`src/rtl/tuning_word_ctrl.sv`:
```
// Frequency-select to DDS tuning-word controller with serial double-dabble BCD readout.
// Optional UP/DOWN stepping of the held value is compiled in with macro TW_STEP_EN.
module tuning_word_ctrl #(
  parameter int unsigned SW_W   = 10,
  parameter int unsigned ACC_W  = 28,
  parameter int unsigned K_UNIT = 26844,
  parameter int unsigned DIGITS = 4
) (
  input  logic                CLOCK_50,
  input  logic                RST,
  input  logic                LOAD,
  input  logic                CLEAR,
`ifdef TW_STEP_EN
  input  logic                UP,
  input  logic                DOWN,
`endif
  input  logic [SW_W-1:0]     SW,
  output logic [ACC_W-1:0]    M,
  output logic [4*DIGITS-1:0] BCD,
  output logic                OVF,
  output logic                BUSY,
  output logic                VALID
);

  // Enough BCD digits to hold any SW_W-bit value (one digit covers more than 3 bits).
  localparam int unsigned NDig  = (SW_W + 2) / 3;
  localparam int unsigned BcdW  = 4 * NDig;
  localparam int unsigned OutW  = 4 * DIGITS;
  localparam int unsigned FullW = (BcdW > OutW) ? BcdW : OutW;
  localparam int unsigned CntW  = $clog2(SW_W + 1);

  localparam logic [ACC_W-1:0] KUnit   = ACC_W'(K_UNIT);
  localparam logic [SW_W-1:0]  ValMax  = '1;
  localparam logic [CntW-1:0]  CntLast = CntW'(SW_W - 1);

  typedef enum logic [1:0] {StIdle, StConv, StDone} state_e;

  state_e            state_q;
  logic [SW_W-1:0]   value_q;
  logic [CntW-1:0]   cnt_q;
  logic [BcdW-1:0]   bcd_acc_q;
  logic [ACC_W-1:0]  mul_acc_q;
  logic [ACC_W-1:0]  m_q;
  logic [OutW-1:0]   bcd_q;
  logic              ovf_q;
  logic              busy_q;
  logic              valid_q;

  logic              bit_in;
  logic [BcdW-1:0]   bcd_adj;
  logic [BcdW-1:0]   bcd_step;
  logic [ACC_W-1:0]  mul_step;
  logic [FullW-1:0]  bcd_full;
  logic [OutW-1:0]   bcd_fin;
  logic              ovf_fin;
  logic              start;
  logic [SW_W-1:0]   value_nxt;

  // Value bits are consumed MSB first; the multiplier shares the same bit stream.
  always_comb begin
    bit_in = 1'b0;
    for (int unsigned i = 0; i < SW_W; i++) begin
      if (cnt_q == CntW'(SW_W - 1 - i)) bit_in = value_q[i];
    end

    bcd_adj = bcd_acc_q;
    for (int unsigned i = 0; i < NDig; i++) begin
      if (bcd_adj[4*i +: 4] >= 4'd5) bcd_adj[4*i +: 4] = bcd_adj[4*i +: 4] + 4'd3;
    end
    bcd_step = BcdW'({bcd_adj, bit_in});
    mul_step = ACC_W'({mul_acc_q, 1'b0}) + (bit_in ? KUnit : '0);
  end

  // Digits beyond the display width flag overflow and force the display to all nines.
  always_comb begin
    bcd_full = FullW'(bcd_step);
    ovf_fin  = 1'b0;
    for (int unsigned j = DIGITS; j < NDig; j++) begin
      ovf_fin = ovf_fin | (|bcd_full[4*j +: 4]);
    end
    bcd_fin = '0;
    for (int unsigned i = 0; i < DIGITS; i++) begin
      bcd_fin[4*i +: 4] = ovf_fin ? 4'd9 : bcd_full[4*i +: 4];
    end
  end

  always_comb begin
    start     = 1'b0;
    value_nxt = value_q;
    if (state_q == StIdle) begin
      if (LOAD) begin
        start     = 1'b1;
        value_nxt = SW;
      end
`ifdef TW_STEP_EN
      else if (UP) begin
        start = 1'b1;
        if (value_q != ValMax) value_nxt = value_q + 1'b1;
      end else if (DOWN) begin
        start = 1'b1;
        if (value_q != '0) value_nxt = value_q - 1'b1;
      end
`endif
    end
  end

  always_ff @(posedge CLOCK_50) begin
    if (RST || CLEAR) begin
      state_q   <= StIdle;
      value_q   <= '0;
      cnt_q     <= '0;
      bcd_acc_q <= '0;
      mul_acc_q <= '0;
      m_q       <= '0;
      bcd_q     <= '0;
      ovf_q     <= 1'b0;
      busy_q    <= 1'b0;
      valid_q   <= 1'b0;
    end else begin
      unique case (state_q)
        StIdle: begin
          valid_q <= 1'b0;
          if (start) begin
            value_q   <= value_nxt;
            cnt_q     <= '0;
            bcd_acc_q <= '0;
            mul_acc_q <= '0;
            busy_q    <= 1'b1;
            state_q   <= StConv;
          end
        end
        StConv: begin
          bcd_acc_q <= bcd_step;
          mul_acc_q <= mul_step;
          cnt_q     <= cnt_q + 1'b1;
          if (cnt_q == CntLast) begin
            m_q     <= mul_step;
            bcd_q   <= bcd_fin;
            ovf_q   <= ovf_fin;
            valid_q <= 1'b1;
            busy_q  <= 1'b0;
            state_q <= StDone;
          end
        end
        StDone: begin
          valid_q <= 1'b0;
          state_q <= StIdle;
        end
        default: state_q <= StIdle;
      endcase
    end
  end

  assign M     = m_q;
  assign BCD   = bcd_q;
  assign OVF   = ovf_q;
  assign BUSY  = busy_q;
  assign VALID = valid_q;

endmodule

```
`config.mk`:
```
export PLATFORM = sky130hd
export DESIGN_NAME = tuning_word_ctrl
export DESIGN_NICKNAME = d
export VERILOG_FILES = /design/src/rtl/tuning_word_ctrl.sv
export SDC_FILE = /design/constraint.sdc
export NUM_CORES = 1
export LEC_CHECK = 0
export CORE_ASPECT_RATIO = 0.8
export CORE_MARGIN = 2
export CORE_UTILIZATION = 53
export DETAILED_ROUTE_END_ITERATION = 8
export PLACE_DENSITY_LB_ADDON = 0.25
export SETUP_SLACK_MARGIN = 0.02
export SYNTH_ARGS = -nofsm -noshare
export SYNTH_HDL_FRONTEND = slang
export SYNTH_SLANG_ARGS = --single-unit
```
`constraint.sdc`:
```
create_clock -name CLOCK_50 -period 4.04 [get_ports CLOCK_50]
set_input_delay 1.212 -clock CLOCK_50 [delete_from_list [all_inputs] [get_ports CLOCK_50]]
set_output_delay 1.212 -clock CLOCK_50 [all_outputs]
set_load 0.01 [all_outputs]
```
==> results <==
- The flow ran to the end, and the final reports show no timing, DRC or antenna violations.
- The repair_antennas step left the layout with diodes totalling 0.
- The library cell occupying the most area in the post-synthesis netlist is sky130_fd_sc_hd__dfxtp_1.
- The insertion delay to the later sink of the worst-skew pair is 0.38 ns.
- For this run, the detailed router's first-pass iteration total came to 4.
- For this configuration, the core starts out at a cell density of 0.539.
- The count of nets left with antenna violations once routing finished came out at 0.
- In the final routed layout, each cell accounts on average for 14.0 µm.
- The final instance count without filler cells is 700.
- Clock-pin slew was measured on the worst setup and hold paths at 0.10 ns.
- The number of different library cells used by synthesis comes to 49.
- The number of pins exceeding their max-slew limit in the final report is 0.
- The shortest period the worst path allows is 3.70 ns.
- The final total negative setup slack is 0 ns.
- The number of global-route vias before repair came to 3509.
- The switching power as a share of total power is 0.238.
- The adder and majority gate portion of the synthesized area is 0.0571.
- After synthesis the netlist holds a flip-flop and latch count of 99.
- The cell at the root of the clock tree is sky130_fd_sc_hd__clkbuf_8.
- Of the cells placed in the final design, the portion with a size suffix greater than 1 is 0.0629.
- The leading register cell type out of synthesis is sky130_fd_sc_hd__dfxtp_1.
- The placement row count is 30.
- In the post-route analysis, the smallest setup slack over all paths is around 0.34 ns.
- From left edge to right edge, the die measures ~110 µm.
- For this run the aggregate overflow at the end of global routing stands at 0.
- The transition time at the pin with the least slew margin is 0.710 ns.
- Post-CTS repair changed the size of 0 cells.
- Post-CTS timing repair inserted 0 buffers for setup.
- Of the post-synthesis cell area, the part taken by muxes is 0.00887.
- The first-pass GRT wire length is around 16000 µm.
- The power per unit of standard cell area is between 300 and 400 mW/mm².
- The dominant combinational cell family by area after synthesis is simple AND/OR/NAND/NOR gates.
- The register area share after synthesis is 0.439.
- The area of the core is 0.00837 mm².
- The number of warnings issued by yosys is 0.
- Setup repair after global routing left no endpoint under its margin.
- The number of I/O port buffers is 57.
- In the routed design, unresolved DRC markers number 0.
- Of the total synthesized cell area, the portion taken by XOR and XNOR cells is 0.0544.
- The die covers between 0.009 and 0.01 mm².
- The tightest hold margin is 0.457 ns.
- At the end of the flow the core is filled with cells to 0.639.
- The internal power contribution is 1.29 mW.
- The portion of total power attributed to combinational logic is 0.047.
- The synthesized-area fraction occupied by ao, oa, aoi and oai cells was 0.192.
- Once detailed placement completed, the half-perimeter wirelength came to roughly 6700 µm.
- For this run, asynchronously set or reset flops after synthesis account for 0.
- STA classifies the critical path endpoint as a register.
- The number of placed instances, taps included, is approximately 680.
- Using the TritonRoute via totals, the vias-per-cell ratio works out to approximately 5.4.
- 61 I/O pins were placed.
- The maximum number of pins on one net before global-route repair is 32.
- The placed instances occupy a cell area of roughly 0.0051 mm².
- The number of clock buffers inserted by TritonCTS is 9.
- The top cell type's share of synthesized area is 0.439.
- The largest fanout on the critical path is 9.
- Summing every instance area after synthesis gives ~0.0045 mm².
- The number of hold-slack violations in the final timing report is 0.
- The share of total power dissipated in sequential elements is 0.579.
- The number of failing setup endpoints in the final timing report is 0.
- The H-tree was split into 3 levels.
- The synthesized netlist cell count is 540.
- The maximum vdd ir drop is roughly 0.25 mV.
- The number of hold buffers added after CTS is 0.
- The analysis attributes to net switching a power of ~0.40 mW.
- The number of clock sinks is ~100.
- The total length of routed wires is slightly below 10000 µm.
- The leakage power of the design is 1.84 nW.
- The worst setup path is of the reg -> reg kind.
- The classification of the worst-slack hold path is reg -> reg.
- The clock network power share is 0.374.
- TritonCTS built the clock tree.
- The synthesis-to-layout area growth is 18.5%.
- The design draws around 1.7 mW.
- The synthesized design contains 0 enable-type register cells.
- Routability-driven placement finished with a final weighted congestion of 0.876.
- The buffer levels on the longest clock path is 2.
- The first routing iteration left about 170 violations.
- Headroom to the max-slew limit came out at 0.525.
- The final instance area is between 0.005 and 0.006 mm².
- The highest achievable clock rate is 0.270 GHz.
- Max-cap violations in this run came to 0.
- For this run, the post-layout net count is just over 600.
- The worst slack at placement is 0.253 ns.
- At the worst endpoint, the arrival time is 3.94 ns.
- The via total after detailed routing is 3762.
- The fraction of the cycle the final worst path needs is 0.915.
- Of the total synthesized cell area, the portion taken by AND, OR, NAND and NOR gates is 0.204.
- The final worst clock skew is about 0.016 ns.
- The initial antenna violation count is 0.
- The mean cell area of the mapped netlist is around 8.4 µm².
- At the worst endpoint, the required time is between 4 and 5 ns.
- The critical path startpoint category is a register.
- The global router's overall resource usage is 0.223.
- In the post-synthesis netlist, the biggest area contributors are sky130_fd_sc_hd__dfxtp_1 44%, sky130_fd_sc_hd__nand2_1 7.0%, sky130_fd_sc_hd__a21oi_1 6.4%.
- The vertical extent of the die is roughly 87 µm.
## synthesized netlist by cell type (2+ instances only)
cell and count:
sky130_fd_sc_hd__nand4_1 3, sky130_fd_sc_hd__xnor2_1 20, sky130_fd_sc_hd__a22oi_1 17, sky130_fd_sc_hd__buf_1 3
sky130_fd_sc_hd__a21oi_1 58, sky130_fd_sc_hd__and2_1 6, sky130_fd_sc_hd__nor3_1 13, sky130_fd_sc_hd__a211oi_1 10
sky130_fd_sc_hd__nand2b_1 5, sky130_fd_sc_hd__a22o_1 4, sky130_fd_sc_hd__inv_1 13, sky130_fd_sc_hd__buf_4 4
sky130_fd_sc_hd__or2_2 3, sky130_fd_sc_hd__clkbuf_1 21, sky130_fd_sc_hd__a21o_1 3, sky130_fd_sc_hd__nor2_1 54
sky130_fd_sc_hd__nand3b_1 2, sky130_fd_sc_hd__o21ai_0 36, sky130_fd_sc_hd__nand2_1 84, sky130_fd_sc_hd__nor3b_1 8
sky130_fd_sc_hd__mux2i_1 4, sky130_fd_sc_hd__nor2b_1 5, sky130_fd_sc_hd__nand3_1 10, sky130_fd_sc_hd__a31oi_1 2
sky130_fd_sc_hd__dfxtp_1 99, sky130_fd_sc_hd__ha_1 19, sky130_fd_sc_hd__buf_2 5, sky130_fd_sc_hd__xor2_1 8
## cells by family (layout without fill, tap and decap cells)
family,Yosys count,after routing
and+or+nand+nor,199,199
AOI/OAI and AO/OA,143,143
DFF,99,99
buffers and inverters,46,92
xor gates and xnor gates,28,28
adders and majority gates,20,20
muxes,4,4
other,1,3
## cell usage in the layout, fill, tap and decap left out, drive strengths merged, types with 2 or more instances in the layout
master	count
clkinv	2
and2	6
xnor2	20
nor2b	5
clkinvlp	3
nand3b	2
nand4	4
clkbuf	10
a21oi	59
ha	19
nor3b	9
nand3	10
a211oi	12
a21o	3
mux2i	4
clkdlybuf4s50	57
xor2	8
o21ai	38
a22o	4
a31oi	2
or2	3
buf	6
nand2b	5
dfxtp	99
nor2	55
conb	3
a22oi	17
nand2	84
nor3	13
inv	13
## power groups by stage
stage          Clock, mW  Combinational, mW  Sequential [mW]
2_1_floorplan          0             0.0508             1.01
3_3_place_gp           0             0.0781             1.01
3_5_place_dp           0             0.0791             1.01
4_1_cts            0.649             0.0798            0.983
5_1_grt            0.688             0.0886            0.985
6_report           0.635             0.0799            0.983
## registers in the layout, indices dropped and copies added (netlist names)
signal	count
mul_acc_q	24
bcd_acc_q	16
BUSY	1
cnt_q	4
M	25
BCD	16
state_q	2
VALID	1
value_q	10
## worst max-delay path, cell delays in order, from the launching register on
cell and delay, ns:
sky130_fd_sc_hd__dfxtp_1 0.42, sky130_fd_sc_hd__inv_1 0.08, sky130_fd_sc_hd__ha_1 0.26, sky130_fd_sc_hd__and3b_1 0.22, sky130_fd_sc_hd__a21oi_1 0.04, sky130_fd_sc_hd__o21ai_0 0.16, sky130_fd_sc_hd__a31oi_1 0.12, sky130_fd_sc_hd__nor2_1 0.58
sky130_fd_sc_hd__ha_1 0.32, sky130_fd_sc_hd__fa_1 0.24, sky130_fd_sc_hd__nand4_1 0.17, sky130_fd_sc_hd__a211oi_4 0.30, sky130_fd_sc_hd__nor2_4 0.11, sky130_fd_sc_hd__nor4b_4 0.30, sky130_fd_sc_hd__xnor2_1 0.15, sky130_fd_sc_hd__a21oi_1 0.08
## path summary, 6_finish.rpt
kind | from | endpoint | slack [ns] | cells past startpoint
worst min register to register | BCD[10] | BCD[10] | 0.46 | 2
worst max-delay path | cnt_q[0] | M[27] | 0.34 | 15
worst max register to register | cnt_q[0] | M[27] | 0.34 | 15
worst min-delay path | BCD[10] | BCD[10] | 0.46 | 2
## metal layers
layer	part of all wire	global-route usage
met1	0.50	0.306
met2	0.43	0.345
met3	0.052	0.0586
met4	0.014	0.0720
met5	0	0
## layout make-up
type,count,area (µm²)
tap,112,140
fill,707,3030
clock inverter,6,66.3
multi-input combinational,397,2360
sequential,99,1980
timing repair buffer,63,616
inverter,13,48.8
clock buffer,10,128
No activity file was read; power rests on OpenSTA's default activity.
==> variant: new RTL, same settings <==
`ACC_W`: 28 -> 56.
--- a/src/rtl/tuning_word_ctrl.sv
+++ b/src/rtl/tuning_word_ctrl.sv
@@ -2,7 +2,7 @@
 // Optional UP/DOWN stepping of the held value is compiled in with macro TW_STEP_EN.
 module tuning_word_ctrl #(
   parameter int unsigned SW_W   = 10,
-  parameter int unsigned ACC_W  = 28,
+  parameter int unsigned ACC_W  = 56,
   parameter int unsigned K_UNIT = 26844,
   parameter int unsigned DIGITS = 4
 ) (
Ports: changed (resized M); port bits go from 61 to 89. No check against the original RTL was run, so the function may have changed too.
==> variant against the original RTL <==
  * Critical path depth is 1 lower
  * Sequential cell count is 56 higher
  * Area after synthesis is 65% higher
  * Die area is 62% higher
  * Cell area is 69% higher
  * Wire length is 95% higher
  * Worst setup slack worse by 87 ps
  * Total power is 83% higher
  * Fmax is 2.3% lower
==> variant: results (changes against the original RTL) <==
met1 wire length -> 9.25 mm (+89%)
synth cell count leaders -> dfxtp_1 (155), nand2_1 (148), nand3_1 (66), o21ai_0 (65), clkbuf_1 (54)
met3 usage -> 0.0540 (-0.00469)
Critical Path Slowest Stage Cell -> or4_1
multi-input gates -> 662 (+67%)
flop2flop setup slack -> 250 ps (-90 ps)
Worst path max stage delay -> 480 ps (-100 ps)
Non-CTS buffers -> 104 (+65%)
GRT Total Usage -> 0.262 (+0.0386)
Netlist cell types -> 59 (+20%)
non-clock inverter count in the final layout -> 21 (+8)
Placed Instances -> 1120 (+64%)
Clock transition at path regs -> 70 ps (-30 ps)
fmax -> 0.264 GHz (-2.3%)
max reg flops -> 53 (+110%)
path depth of the worst reg2reg path -> 14 (-1)
Well Taps -> 180 (+61%)
total clock sinks -> 155 (+57%)
dpl cell area -> 0.00844 sq mm (+64%)
Power Total -> 3.11 mW (+83%)
RR Endpoint -> M[49]
M1 GR Usage -> 0.389 (+0.0827)
Hold Path End -> M[27]
Avg Cell Area, Syn -> 8.25 sq um (-1.3%)
P_comb -> 0.0970 mW (+21%)
clock buffer count from CTS -> 17 (+8)
outcome -> completed
first-pass GRT wire length -> 31.0 mm (+88%)
worst skew pair latency -> 430 ps (+50 ps)
sequential share of cell area -> 0.343 (-0.0277)
drt pass-1 iters -> 5 (+1)
-- variant: how the worst max path moves through the flow --
stage | start | endpoint | depth (start not counted)
floorplan | cnt_q[0] | mul_acc_q[47] | 16
global placement | cnt_q[0] | M[55] | 14
detailed placement | cnt_q[0] | M[49] | 14
CTS | cnt_q[0] | M[49] | 14
global route | cnt_q[0] | M[35] | 15
finish | cnt_q[0] | M[49] | 14
-- variant: logic make-up after synthesis --
| kind of cell | count (synthesis) | share of synthesized area |
|---|---|---|
| adder cells (fa/ha/maj) | 20 | 0.0346 |
| flip-flops | 155 | 0.417 |
| other | 1 | 0.000504 |
| XOR/XNOR | 28 | 0.0330 |
| multiplexers | 4 | 0.00605 |
| buffers and inverters | 88 | 0.0479 |
| AO/OA/AOI/OAI | 228 | 0.204 |
| AND/OR/NAND/NOR | 378 | 0.257 |
-- variant: worst min-delay path, stage by stage, from the launching register on --
cell     delay (ps)
dfxtp_1         320
nand2_1          40
o21ai_0          50
